### src/rtl/alu_wb_if.sv
// Writeback-stage bus: ALU result/control in, architectural state and RAM write port out.
interface alu_wb_if #(parameter int RAM_AW = 8);
  logic              in_valid;
  logic              in_ready;
  logic [7:0]        a;
  logic [7:0]        b;
  logic [7:0]        alu_o;
  logic              alu_cy;
  logic [7:0]        shift_o;
  logic [2:0]        method;
  logic              sel_shift;
  logic              upd_flags;
  logic [1:0]        dest;
  logic [RAM_AW-1:0] dest_addr;
  logic              psw_we;
  logic [7:0]        psw_wdata;
  logic [7:0]        acc;
  logic [7:0]        b_reg;
  logic [7:0]        psw;
  logic              cy_fb;
  logic              ram_valid;
  logic              ram_ready;
  logic [RAM_AW-1:0] ram_addr;
  logic [7:0]        ram_data;

  modport master (
    output in_valid, a, b, alu_o, alu_cy, shift_o, method, sel_shift, upd_flags,
           dest, dest_addr, psw_we, psw_wdata, ram_ready,
    input  in_ready, acc, b_reg, psw, cy_fb, ram_valid, ram_addr, ram_data
  );

  modport slave (
    input  in_valid, a, b, alu_o, alu_cy, shift_o, method, sel_shift, upd_flags,
           dest, dest_addr, psw_we, psw_wdata, ram_ready,
    output in_ready, acc, b_reg, psw, cy_fb, ram_valid, ram_addr, ram_data
  );
endinterface

### src/rtl/alu_wb.sv
// 8051 ALU writeback: PSW flag derivation, ACC/B/PSW ownership and a one-entry
// holding register that absorbs internal-RAM write back-pressure.
module alu_wb #(
  parameter int RAM_AW = 8
) (
  input  logic    clk,
  input  logic    rst,
  alu_wb_if.slave wb
);
  typedef enum logic {IDLE, HOLD} state_e;

  state_e            state_q;
  logic [7:0]        acc_q, b_q, ram_data_q;
  logic [7:1]        psw_q;
  logic [RAM_AW-1:0] ram_addr_q;
  logic              ram_valid_q;

  logic [7:0] res;
  logic       accept, is_arith, flag_upd, to_ram;
  logic       ac_d, ov_d;
  logic [4:0] nib_sum, nib_rhs;

  assign res       = wb.sel_shift ? wb.shift_o : wb.alu_o;
  assign wb.in_ready = (state_q == IDLE) | wb.ram_ready;
  assign accept    = wb.in_valid & wb.in_ready;
  assign to_ram    = accept & (wb.dest == 2'd2);
  assign is_arith  = (wb.method == 3'd0) | (wb.method == 3'd1);
  assign flag_upd  = accept & wb.upd_flags & is_arith;

  // Half-carry/borrow uses the same carry-in the ALU saw this cycle.
  assign nib_sum = {1'b0, wb.a[3:0]} + {1'b0, wb.b[3:0]} + {4'd0, psw_q[7]};
  assign nib_rhs = {1'b0, wb.b[3:0]} + {4'd0, psw_q[7]};

  always_comb begin
    if (wb.method == 3'd0) begin
      ac_d = nib_sum[4];
      ov_d = (wb.a[7] == wb.b[7]) & (res[7] != wb.a[7]);
    end else begin
      ac_d = ({1'b0, wb.a[3:0]} < nib_rhs);
      ov_d = (wb.a[7] != wb.b[7]) & (res[7] != wb.a[7]);
    end
  end

  always_ff @(posedge clk) begin
    if (rst) begin
      state_q     <= IDLE;
      acc_q       <= '0;
      b_q         <= '0;
      psw_q       <= '0;
      ram_valid_q <= 1'b0;
      ram_addr_q  <= '0;
      ram_data_q  <= '0;
    end else begin
      if (accept && wb.dest == 2'd1) acc_q <= res;
      if (accept && wb.dest == 2'd3) b_q   <= res;
      if (flag_upd) begin
        psw_q[7] <= wb.alu_cy;
        psw_q[6] <= ac_d;
        psw_q[2] <= ov_d;
      end
      // Direct SFR write is last so it overrides any same-edge flag update.
      if (wb.psw_we) psw_q <= wb.psw_wdata[7:1];

      case (state_q)
        IDLE: begin
          if (to_ram) begin
            state_q     <= HOLD;
            ram_valid_q <= 1'b1;
            ram_addr_q  <= wb.dest_addr;
            ram_data_q  <= res;
          end
        end
        HOLD: begin
          if (wb.ram_ready) begin
            if (to_ram) begin
              ram_addr_q <= wb.dest_addr;
              ram_data_q <= res;
            end else begin
              state_q     <= IDLE;
              ram_valid_q <= 1'b0;
            end
          end
        end
        default: state_q <= IDLE;
      endcase
    end
  end

  assign wb.acc       = acc_q;
  assign wb.b_reg     = b_q;
  assign wb.psw       = {psw_q, ^acc_q};
  assign wb.cy_fb     = psw_q[7];
  assign wb.ram_valid = ram_valid_q;
  assign wb.ram_addr  = ram_addr_q;
  assign wb.ram_data  = ram_data_q;
endmodule

### src/flat_wrapper.sv
// flat-port wrapper written by rule: the top's interface ports become plain ports
module alu_wb_flat 
#(
  parameter int RAM_AW = 8
)
  (clk, rst, wb_in_valid, wb_a, wb_b, wb_alu_o, wb_alu_cy, wb_shift_o, wb_method, wb_sel_shift, wb_upd_flags, wb_dest, wb_dest_addr, wb_psw_we, wb_psw_wdata, wb_ram_ready, wb_in_ready, wb_acc, wb_b_reg, wb_psw, wb_cy_fb, wb_ram_valid, wb_ram_addr, wb_ram_data);
  alu_wb_if #(.RAM_AW(RAM_AW)) wb_i ();
  input  logic clk;
  input  logic rst;
  input wire logic [$bits(wb_i.in_valid)-1:0] wb_in_valid;
  input wire logic [$bits(wb_i.a)-1:0] wb_a;
  input wire logic [$bits(wb_i.b)-1:0] wb_b;
  input wire logic [$bits(wb_i.alu_o)-1:0] wb_alu_o;
  input wire logic [$bits(wb_i.alu_cy)-1:0] wb_alu_cy;
  input wire logic [$bits(wb_i.shift_o)-1:0] wb_shift_o;
  input wire logic [$bits(wb_i.method)-1:0] wb_method;
  input wire logic [$bits(wb_i.sel_shift)-1:0] wb_sel_shift;
  input wire logic [$bits(wb_i.upd_flags)-1:0] wb_upd_flags;
  input wire logic [$bits(wb_i.dest)-1:0] wb_dest;
  input wire logic [$bits(wb_i.dest_addr)-1:0] wb_dest_addr;
  input wire logic [$bits(wb_i.psw_we)-1:0] wb_psw_we;
  input wire logic [$bits(wb_i.psw_wdata)-1:0] wb_psw_wdata;
  input wire logic [$bits(wb_i.ram_ready)-1:0] wb_ram_ready;
  output wire logic [$bits(wb_i.in_ready)-1:0] wb_in_ready;
  output wire logic [$bits(wb_i.acc)-1:0] wb_acc;
  output wire logic [$bits(wb_i.b_reg)-1:0] wb_b_reg;
  output wire logic [$bits(wb_i.psw)-1:0] wb_psw;
  output wire logic [$bits(wb_i.cy_fb)-1:0] wb_cy_fb;
  output wire logic [$bits(wb_i.ram_valid)-1:0] wb_ram_valid;
  output wire logic [$bits(wb_i.ram_addr)-1:0] wb_ram_addr;
  output wire logic [$bits(wb_i.ram_data)-1:0] wb_ram_data;
  assign wb_i.in_valid = wb_in_valid;
  assign wb_i.a = wb_a;
  assign wb_i.b = wb_b;
  assign wb_i.alu_o = wb_alu_o;
  assign wb_i.alu_cy = wb_alu_cy;
  assign wb_i.shift_o = wb_shift_o;
  assign wb_i.method = wb_method;
  assign wb_i.sel_shift = wb_sel_shift;
  assign wb_i.upd_flags = wb_upd_flags;
  assign wb_i.dest = wb_dest;
  assign wb_i.dest_addr = wb_dest_addr;
  assign wb_i.psw_we = wb_psw_we;
  assign wb_i.psw_wdata = wb_psw_wdata;
  assign wb_i.ram_ready = wb_ram_ready;
  assign wb_in_ready = wb_i.in_ready;
  assign wb_acc = wb_i.acc;
  assign wb_b_reg = wb_i.b_reg;
  assign wb_psw = wb_i.psw;
  assign wb_cy_fb = wb_i.cy_fb;
  assign wb_ram_valid = wb_i.ram_valid;
  assign wb_ram_addr = wb_i.ram_addr;
  assign wb_ram_data = wb_i.ram_data;
  alu_wb #(.RAM_AW(RAM_AW)) u_core (.clk(clk), .rst(rst), .wb(wb_i));
endmodule
### config.mk
export PLATFORM = sky130hd
export DESIGN_NAME = alu_wb_flat
export DESIGN_NICKNAME = d
export VERILOG_FILES = /design/src/rtl/alu_wb_if.sv /design/src/rtl/alu_wb.sv /design/src/flat_wrapper.sv
export SDC_FILE = /design/constraint.sdc
export NUM_CORES = 1
export LEC_CHECK = 0
export BUFFER_PORTS_ARGS = -buffer_cell sky130_fd_sc_hd__buf_2
export CAP_MARGIN = 0
export CORE_ASPECT_RATIO = 0.7
export CORE_MARGIN = 2
export CORE_UTILIZATION = 45
export DETAILED_ROUTE_END_ITERATION = 10
export GPL_TIMING_DRIVEN = 0
export PLACE_DENSITY = 0.79
export SYNTH_ARGS = -nofsm -noshare
export SYNTH_HDL_FRONTEND = slang
export SYNTH_SLANG_ARGS = --single-unit
### constraint.sdc
create_clock -name clk -period 2.1 [get_ports clk]
set_input_delay 0.42 -clock clk [delete_from_list [all_inputs] [get_ports clk]]
set_output_delay 0.42 -clock clk [all_outputs]
set_load 0.02 [all_outputs]
==> impl_metrics.json <==
{
  "status": "completed",
  "syn_to_final_growth_pct": 32.5,
  "period_share_pct": 93.8,
  "synth_fa_ha_area_share_pct": 5.46,
  "drtPass1Iterations": 4,
  "grt_pass1_wl_mm": 7.97,
  "arrival_ns": 2.18,
  "critical-path-top-delay-family": "adder cells",
  "syn_area_per_cell_um2": 10.1,
  "hold_path_startpoint": "wb_psw_wdata[4]",
  "max_stage_delay_ns": 0.38,
  "netSwitchingPower_mw": 0.518,
  "drive_gt1_share_pct": 46.6,
  "ys_seq_area_share_pct": 39.8,
  "finalSetupTns_ns": 0,
  "clkPwrFrac_pct": 37.6,
  "cts_sinks": 41,
  "ios": 104,
  "top_usage_layer": "met2",
  "initial_utilization_pct": 47.1,
  "cts_tree": "done",
  "tightest_slew_ns": 0.713,
  "met2_usage_pct": 33.0,
  "p_sw_share_pct": 26.2,
  "grt_pass1_vias": 1767,
  "ys_warn_count": 0,
  "core_mm2": 0.00438,
  "die_w_um": 84.9,
  "syn-cell-area_mm2": 0.00206,
  "core.rowCount": 20,
  "route.detailed.drc": 0,
  "synth-compound-area-share_pct": 22.0,
  "synth_top_cell_area_share_pct": 39.8,
  "path_buf_inv": 1,
  "drt-total-wl_mm": 4.80,
  "fin_nets": 374,
  "clockBufferDepth": 2,
  "place_area_mm2": 0.00260,
  "regArea_um2": 822,
  "wl_per_cell_um": 13.3,
  "cts_max_level": 2,
  "vias_per_cell": 5.08,
  "clkTransAtPathRegs_ns": 0.08,
  "cts_buffers": 5,
  "slew-limit-headroom_pct": 52.5,
  "synth_simple_gate_area_share_pct": 14.7,
  "worst_path_most_repeated_cell": "ha_1",
  "path_cells": "ha_1, ha_1, inv_1, ha_1, o21ai_0, o21ai_0, a2111o_1, a31oi_1",
  "synth_seq_cells": 41,
  "cp_max_fo": 5,
  "cp_data_required_time_ns": 2.31,
  "worstHoldPathType": "input port to register",
  "synth_top_family_by_area": "compound AO/OA/AOI/OAI gates",
  "p_int_mw": 1.46,
  "portBuffers": 93,
  "diodes": 0,
  "crit_path_end_kind": "register",
  "synth_edf_count": 0,
  "ir_drop_mv": 0.638,
  "dr_total_vias": 1828,
  "finalHoldViolations": 0,
  "holdBufCountCts": 0,
  "multi_input_area_mm2": 0.00111,
  "ys_top_cells_by_area": "dfxtp_1 40%, a211oi_2 15%, nor2_1 6.4%",
  "drv_slew": 0,
  "die_area_mm2": 0.00515,
  "die-height_um": 60.6,
  "drtIter0Drc": 66,
  "synthArstFlopShare_pct": 0,
  "rsz0062_at_grt": "no",
  "setup-violations-final": 0,
  "synth-main-ff-cell": "dfxtp_1",
  "place_congestion": 0.776,
  "seq_power_share_pct": 42.6,
  "crit_path_start": "u_core.psw_q[7]",
  "n_fill_cell": 384,
  "synth_largest_area_cell": "dfxtp_1",
  "grt_start_max_net_pins": 14,
  "fmax_mhz": 507,
  "grt_antenna_before_repair": 0,
  "place_hpwl_mm": 3.87,
  "ant_nets": 0,
  "cts-root-buf": "clkbuf_8",
  "clkLatencyLatePin_ns": 0.28,
  "grt_util_met1_pct": 25.1,
  "overflow": 0,
  "p_per_area_mw_per_mm2": 723,
  "worstReg2RegStart": "u_core.psw_q[7]",
  "synthXorXnorAreaFrac_pct": 4.25,
  "stdcell_area_mm2": 0.00273,
  "syn-num-nets": 274,
  "drv_cap": 0,
  "critPathSlowestCell": "a2111o_1",
  "combPwrFrac_pct": 19.8,
  "worst-setup-path-type": "register to register",
  "p_leak_nw": 1.26,
  "clock_skew_ns": 0.00669,
  "grtUsageMet3_pct": 6.12,
  "syn-instance-count": 204,
  "min_period_ns": 1.97,
  "synth_cell_types": 34,
  "synth_mux_area_share_pct": 7.40,
  "track_usage_pct": 19.5,
  "start_kind": "register"
}
-- area by class of cell --
type | instances | area share, %
plain buffers | 16 | 4.49
clock buffers | 5 | 2.52
clock inverters | 3 | 2.38
inverters | 2 | 0.275
multi-input cells | 145 | 40.7
flip-flops and latches | 41 | 30.1
well taps | 55 | 2.52
repair buffers | 93 | 17.0
-- power by group through the flow --
stage	Clock, mW	Sequential [mW]	Combinational, mW
final	0.742	0.841	0.392
after global placement	0	0.858	0.385
after detailed placement	0	0.859	0.395
after floorplan	0	0.904	0.209
after global routing	0.790	0.846	0.431
after CTS	0.764	0.841	0.397
-- worst paths after layout --
kind | cells past startpoint | slack [ns] | endpoint
hold / removal | 3 | 0.37 | u_core.psw_q[4]
setup / recovery | 8 | 0.13 | u_core.psw_q[6]
setup reg to reg | 8 | 0.13 | u_core.psw_q[6]
hold reg to reg | 2 | 0.45 | u_core.wb.ram_addr[0]
-- metal layers --
layer / vias to the layer above / share of wire, %
li1: 920 / -
met1: 835 / 47
met2: 71 / 44
met3: 2 / 8.3
met4: 0 / 0.29
met5: - / 0
-- kinds of logic after synthesis --
| logic type | Yosys count |
|---|---|
| AO/OA/AOI/OAI | 47 |
| XOR/XNOR | 10 |
| adder cells (fa/ha/maj) | 9 |
| buffers and inverters | 18 |
| flip-flops | 41 |
| multiplexers | 14 |
| AND/OR/NAND/NOR | 65 |
-- Yosys cell counts (2+ instances only) --
library cell	instances
nand3_1	2
ha_1	9
a211oi_1	2
a21oi_1	11
buf_6	5
a211oi_2	24
nor3b_1	2
xnor2_1	8
clkbuf_1	5
and4b_1	2
dfxtp_1	41
o21ai_0	2
nand2_1	18
buf_2	2
buf_4	3
xor2_1	2
inv_1	2
nor2_1	35
mux2i_1	13
a31oi_1	2
-- worst register-to-register path: stages (launching register included) --
cell and delay (ns):
dfxtp_2 0.35, ha_1 0.22, ha_1 0.28, inv_1 0.04, ha_1 0.26, o21ai_0 0.16, o21ai_0 0.09, a2111o_1 0.38
a31oi_1 0.13
-- through the flow --
step / utilization (%) / worst slack (ns) / instances / power, mW / hold slack (ns)
floorplan: - / 0.183 / 204 / 1.11 / 0.535
global placement: 59.3 / -0.00410 / 352 / 1.24 / 0.439
detailed placement: 59.3 / -0.0195 / 352 / 1.25 / 0.443
CTS: 62.3 / 0.103 / 360 / 2.00 / 0.358
global route: 62.4 / 0.0108 / 360 / 2.07 / 0.372
finish: 62.4 / 0.129 / 360 / 1.98 / 0.371
-- cells in the final DEF, fill, tap and decap left out, types with 2 or more instances in the layout --
cell,netlist,final
nor3b_1,2,2
xor2_1,2,2
inv_1,2,2
buf_2,2,95
bufinv_16,0,2
a21oi_1,11,11
and4b_1,2,2
buf_6,5,5
dfxtp_1,41,40
a31oi_1,2,2
nand3_1,2,2
clkbuf_1,5,5
mux2i_1,13,13
nor2_1,35,35
ha_1,9,9
xnor2_1,8,8
buf_4,3,3
a211oi_1,2,2
nand2_1,18,18
a211oi_2,24,24
o21ai_0,2,2
clkbuf_8,0,5
-- repair_timing --
action,in CTS,in global routing
setup endpoints to repair,0,1
buffers inserted,0,0
gates resized for setup,0,1
Note: power is estimated with default switching activity, not from simulation.
